===== src/rtl/btn_debounce.sv =====
// Push-button debouncer: 2-flop synchronizer, 4-state qualification FSM, edge pulses.
// Optional accepted-press counter enabled by defining BTN_DEBOUNCE_PRESS_COUNT_EN.
module btn_debounce #(
    parameter int unsigned STABLE_CYCLES = 16,
    parameter int unsigned CNT_W         = 16
) (
    input  logic       clk,
    input  logic       rst,
    input  logic       btn_in,
    output logic       a_out,
    output logic       rise_pulse,
    output logic       fall_pulse,
    output logic [7:0] press_count
);

    localparam logic [1:0] StStableLow  = 2'd0;
    localparam logic [1:0] StWaitHigh   = 2'd1;
    localparam logic [1:0] StStableHigh = 2'd2;
    localparam logic [1:0] StWaitLow    = 2'd3;

    localparam logic [CNT_W-1:0] CntMax = CNT_W'(STABLE_CYCLES - 1);

    logic             sync1_q, sync2_q;
    logic [1:0]       state_q, state_d;
    logic [CNT_W-1:0] cnt_q, cnt_d;
    logic             a_q, a_d;
    logic             rise_q, rise_d;
    logic             fall_q, fall_d;

    always_ff @(posedge clk) begin
        if (rst) begin
            sync1_q <= 1'b0;
            sync2_q <= 1'b0;
        end else begin
            sync1_q <= btn_in;
            sync2_q <= sync1_q;
        end
    end

    // Counter is only ever compared against CntMax and leaves WAIT on a match, so it cannot wrap.
    always_comb begin
        state_d = state_q;
        cnt_d   = cnt_q;
        a_d     = a_q;
        rise_d  = 1'b0;
        fall_d  = 1'b0;
        case (state_q)
            StStableLow: begin
                if (sync2_q) begin
                    state_d = StWaitHigh;
                    cnt_d   = '0;
                end
            end
            StWaitHigh: begin
                if (!sync2_q) begin
                    state_d = StStableLow;
                    cnt_d   = '0;
                end else if (cnt_q == CntMax) begin
                    state_d = StStableHigh;
                    cnt_d   = '0;
                    a_d     = 1'b1;
                    rise_d  = 1'b1;
                end else begin
                    cnt_d = cnt_q + CNT_W'(1);
                end
            end
            StStableHigh: begin
                if (!sync2_q) begin
                    state_d = StWaitLow;
                    cnt_d   = '0;
                end
            end
            StWaitLow: begin
                if (sync2_q) begin
                    state_d = StStableHigh;
                    cnt_d   = '0;
                end else if (cnt_q == CntMax) begin
                    state_d = StStableLow;
                    cnt_d   = '0;
                    a_d     = 1'b0;
                    fall_d  = 1'b1;
                end else begin
                    cnt_d = cnt_q + CNT_W'(1);
                end
            end
            default: begin
                state_d = StStableLow;
                cnt_d   = '0;
            end
        endcase
    end

    always_ff @(posedge clk) begin
        if (rst) begin
            state_q <= StStableLow;
            cnt_q   <= '0;
            a_q     <= 1'b0;
            rise_q  <= 1'b0;
            fall_q  <= 1'b0;
        end else begin
            state_q <= state_d;
            cnt_q   <= cnt_d;
            a_q     <= a_d;
            rise_q  <= rise_d;
            fall_q  <= fall_d;
        end
    end

    assign a_out      = a_q;
    assign rise_pulse = rise_q;
    assign fall_pulse = fall_q;

`ifdef BTN_DEBOUNCE_PRESS_COUNT_EN
    logic [7:0] press_q;

    always_ff @(posedge clk) begin
        if (rst) begin
            press_q <= 8'h00;
        end else if (rise_d) begin
            press_q <= press_q + 8'h01;
        end
    end

    assign press_count = press_q;
`else
    assign press_count = 8'h00;
`endif

endmodule


===== config.mk =====
export PLATFORM = sky130hd
export DESIGN_NAME = btn_debounce
export DESIGN_NICKNAME = d
export VERILOG_FILES = /design/src/rtl/btn_debounce.sv
export SDC_FILE = /design/constraint.sdc
export NUM_CORES = 1
export LEC_CHECK = 0
export ABC_AREA = 1
export BUFFER_PORTS_ARGS = -buffer_cell sky130_fd_sc_hd__buf_2
export CAP_MARGIN = 30
export CORE_MARGIN = 5
export CORE_UTILIZATION = 50
export DETAILED_ROUTE_END_ITERATION = 12
export PLACE_DENSITY = 0.77
export SLEW_MARGIN = 10
export SYNTH_ARGS = -nofsm -noshare
export SYNTH_HDL_FRONTEND = slang
export SYNTH_SLANG_ARGS = --single-unit

===== constraint.sdc =====
create_clock -name clk -period 1.9 [get_ports clk]
set_input_delay 0.285 -clock clk [delete_from_list [all_inputs] [get_ports clk]]
set_output_delay 0.285 -clock clk [all_outputs]
set_load 0.01 [all_outputs]

# After elaboration in Yosys (flattened, before gate mapping)
# Cells that the tools add are included.
[word_totals] ramBits=0 latchBits=0 input_bits=3 mem_count=0 ff_bits=23 word_cells=49 romBits=0 output_inout_bits=11
[op_classes] shifts=0 n_addsub=1 div_mod_pow=0 bitwise_logic=3 n_eq_ne=12 reduce_logical=7 magnitude_cmp=0 mul=0 n_mux=19
[ops] cell="$mux W16" n=5
[ops] cell="$pmux W16 S4" n=1
[ops] cell="$add A16 B1 Y16 const B" n=1
[ops] cell="$eq A16 B4 Y1 const B" n=1
[ops] cell="$mux W2" n=6
[ops] cell="$ne A2 B2 Y1 const B" n=6
[ops] cell="$pmux W2 S4" n=1
[ops] cell="$ne A3 B3 Y1 const B" n=2
[ops] cell="$reduce_or A3 Y1" n=2
[ops] cell="$mux W1" n=5
[ops] cell="$reduce_and A5 Y1" n=1
[ops] cell="$eq A2 B2 Y1 const B" n=2
[ops] cell="$reduce_and A4 Y1" n=1
[ops] cell="$not A1 Y1" n=3
[ops] cell="$eq A2 B1 Y1 const B" n=1
[ops] cell="$logic_not A2 Y1" n=1
[ops] cell="$pmux W1 S2" n=1
[ops] cell="$reduce_and A2 Y1" n=1
[ops] cell="$reduce_bool A2 Y1" n=1

# Depth between registers and ports, before layout
[logic_depth] word_depth=4 ltp_mapped=10 ltp_nobuf=9

# Worst setup path after synthesis
# Ideal clock, no wire load.
[synth_path] kind="register -> register" start="register cnt_q[1]" end="register cnt_q[14]" path_stages_with_launch=10 period_less_slack_ns=1.350 setup_ns=0.122 setup_slack_ns=0.550 t_arrival_ns=1.229 cell_sequence="dfxtp_1 -> ha_1 -> nand3_2 -> nor2_2 -> nand2_4 -> nand2_4 -> inv_4 -> buf_12 -> nand2_2 -> a21oi_2"
[synth_via] elab_chain_cells=4
[synth_lines] element="from (decl)" line="25" rtl="logic [CNT_W-1:0] cnt_q, cnt_d;"
[synth_lines] element="from (signal assigned)" line="102" rtl="cnt_q <= cnt_d;"
[synth_lines] element="$add A16 B1 Y16 or $eq A16 B4 Y1 (tied branches)"
[synth_lines] element="$mux W16 (*)" line="58, 77"
[synth_lines] element="$mux W16, on equally long branches" line="74, 55"
[synth_lines] element="$pmux W16 S4 (*)" line="47" rtl="case (state_q)"
# Every way passes the cells marked *; elsewhere a longest branch is shown, timed or not.
# A chain may end at the register's enable or synchronous reset.

# Worst setup path after layout
[layout_path] start="register cnt_q[1]" end="register cnt_q[5]"
# The elaborated chain is that of the path after synthesis.

==> flow_summary.ini <==
[floorplanning]
die_w_um = 63.2
core_area_um2 = 2730
die_height_um = 63.2
placement_rows = 19
dieArea_um2 = 3990
initial_core_util = 0.518
io_pins = 14

[cts]
tritoncts = yes
cts_sinks = 23
clk_path_buf_depth = 2
cts_buffers = 3
cts_hold_buf = 0
post-cts-setup-buffers = 0
cts.clk_slew.worst_paths_ps = 130
ctsHtreeMaxLevel = 1
clock_latency_ps = 310
cts_resized = 0
cts_root_buf = clkbuf_4

[global_routing]
grt_pass1_wl_mm = 4.60
grt_overflow = 0
grt.total_usage = 0.137
grt_pass1_vias = 1069
antenna_found_initial = 0
grt_max_degree = 17

[detailed_routing]
wl_mm = 2.62
via_per_inst = 5.20
wire_per_inst_um = 11.3
drtPass1Iterations = 4
drtIter0Drc = 51
ant_nets = 0
drc = 0
vias = 1212

[finish]
mostFrequentLayoutCells = nand2_1, nor2_1, dfxtp_1
antenna_cells = 0
final_common_cell = nand2_1
layout.nets = 207
fin_util = 0.522
final_area_um2 = 1430
synthToLayoutAreaGrowth_pct = 0.884
drive_gt1_frac = 0.223

[critical_path]
path_class = reg -> reg
endpoint_kind = flop
startpoint_type = flop
cp_max_fo = 13
required_ps = 2100
cp.arrival_ps = 1630

[yosys]
synth_seq_cells = 23
synthAdderAreaFrac = 0.00884
synth-simple-area-share = 0.378
synth_xor_area_frac = 0.00619
async_flop_share = 0
synth_cell_types = 31
postSynthCellCount = 197
netlist_area_um2 = 1420
synth_top_family_by_area = simple AND/OR/NAND/NOR gates
synth-compound-area-share = 0.149
ys.warnings.count = 0
seq_area_frac_synth = 0.325
synthMuxAreaShare = 0
synth_edf_count = 0
synth_flop_cell = dfxtp_1
avgSynthCellArea_um2 = 7.18

[worst_hold_path]
worstHoldPathType = in -> reg

[place]
globalplace.congestion = 0.870
place_area_um2 = 1400
hpwl_mm = 1.95
portBuffers = 5

[outcome]
outcome = finished clean

[flow_run]
cap_viol_max_count = 0

[timing]
timing.hold.ws_ps = 171
fin_crit_sh = 0.752
hold_viol_final = 0
rsz0062_at_grt = false
period_needed_ps = 1430
fin_tns_setup_ps = 0
setup_violations = 0
fmax_mhz = 700
slew_violations = 0
skew_ps = 2.54

[pwr]
leakagePower_nw = 0.466
power_density_nw_per_um2 = 525
peakVddDrop_mv = 0.317
[routing by layer]
metal	GRT usage	wire length [um]	vias up
met5	0	0	-
met4	0.0545	46	0
met3	0.0231	141	5
met2	0.222	1170	23
met1	0.178	1270	557
li1	-	-	627
[logic make-up (layout without fill, tap and decap cells)]
kind of cell,count (synthesis),in the layout
AOI/OAI and AO/OA,31,31
xor gates and xnor gates,1,1
adders and majority gates,1,1
buffers and inverters,31,29
DFF,23,23
other,1,8
and+or+nand+nor,109,109
[through the flow]
| stage | total power, mW | setup WS, ps | cells |
|---|---|---|---|
| after global routing | 0.791 | 332 | 233 |
| after global placement | 0.531 | 534 | 229 |
| final | 0.750 | 472 | 233 |
| after detailed placement | 0.531 | 477 | 229 |
| after CTS | 0.762 | 454 | 233 |
| after floorplan | 0.539 | 550 | 204 |
[cells in the mapped netlist (2+ instances only)]
master / n / area (um2)
a21oi_2: 10 / 87.6
nor3_1: 4 / 20.0
buf_4: 8 / 60.1
nor2_4: 2 / 22.5
nand3_2: 6 / 60.1
nand3_1: 9 / 45.0
inv_1: 18 / 67.6
o21ai_0: 9 / 45.0
nand2_1: 44 / 165
nor2_2: 5 / 31.3
dfxtp_1: 23 / 460
o211ai_1: 2 / 15.0
nand2_2: 9 / 56.3
nor2_1: 25 / 93.8
nand4_1: 2 / 12.5
nand2_4: 2 / 22.5
a21oi_1: 5 / 25.0
[path summary, 6_finish.rpt]
| path | slack (ps) | cells after the start | from | end |
|---|---|---|---|---|
| worst max-delay path | 470 | 8 | cnt_q[1] | cnt_q[5] |
| worst min-delay path | 170 | 3 | btn_in | sync1_q |
| worst max register to register | 470 | 8 | cnt_q[1] | cnt_q[5] |
| worst min register to register | 410 | 2 | sync1_q | sync2_q |
[cell type report]
| class | count | area (um2) |
|---|---|---|
| clock buffer | 3 | 22.5 |
| clock inverter | 1 | 5.00 |
| fill | 274 | 1310 |
| inverter | 20 | 77.6 |
| multi-input combinational | 150 | 798 |
| sequential | 23 | 460 |
| tap | 31 | 38.8 |
| timing repair buffer | 5 | 25.0 |
[where the power goes]
group / total [mW] / switching [mW] / internal, mW
Clock: 0.229 / 0.150 / 0.0788
Sequential: 0.486 / 0.00161 / 0.485
Combinational: 0.0344 / 0.0284 / 0.00591
Total: 0.750 / 0.180 / 0.570
[registers in the layout (all words and copies together) (netlist names), named ones only]
register	cells
cnt_q	16
a_out	1
fall_pulse	1
rise_pulse	1
state_q	1
sync1_q	1
sync2_q	1
[critical path: stages (launching register included)]
cell and delay [ps]:
dfxtp_1 380, ha_1 210, nand3_2 110, nor2_2 160, nand2_4 90, nand2_4 90
inv_4 90, o21ai_0 90, a21oi_1 80
Power figures use the tool's default switching activity.
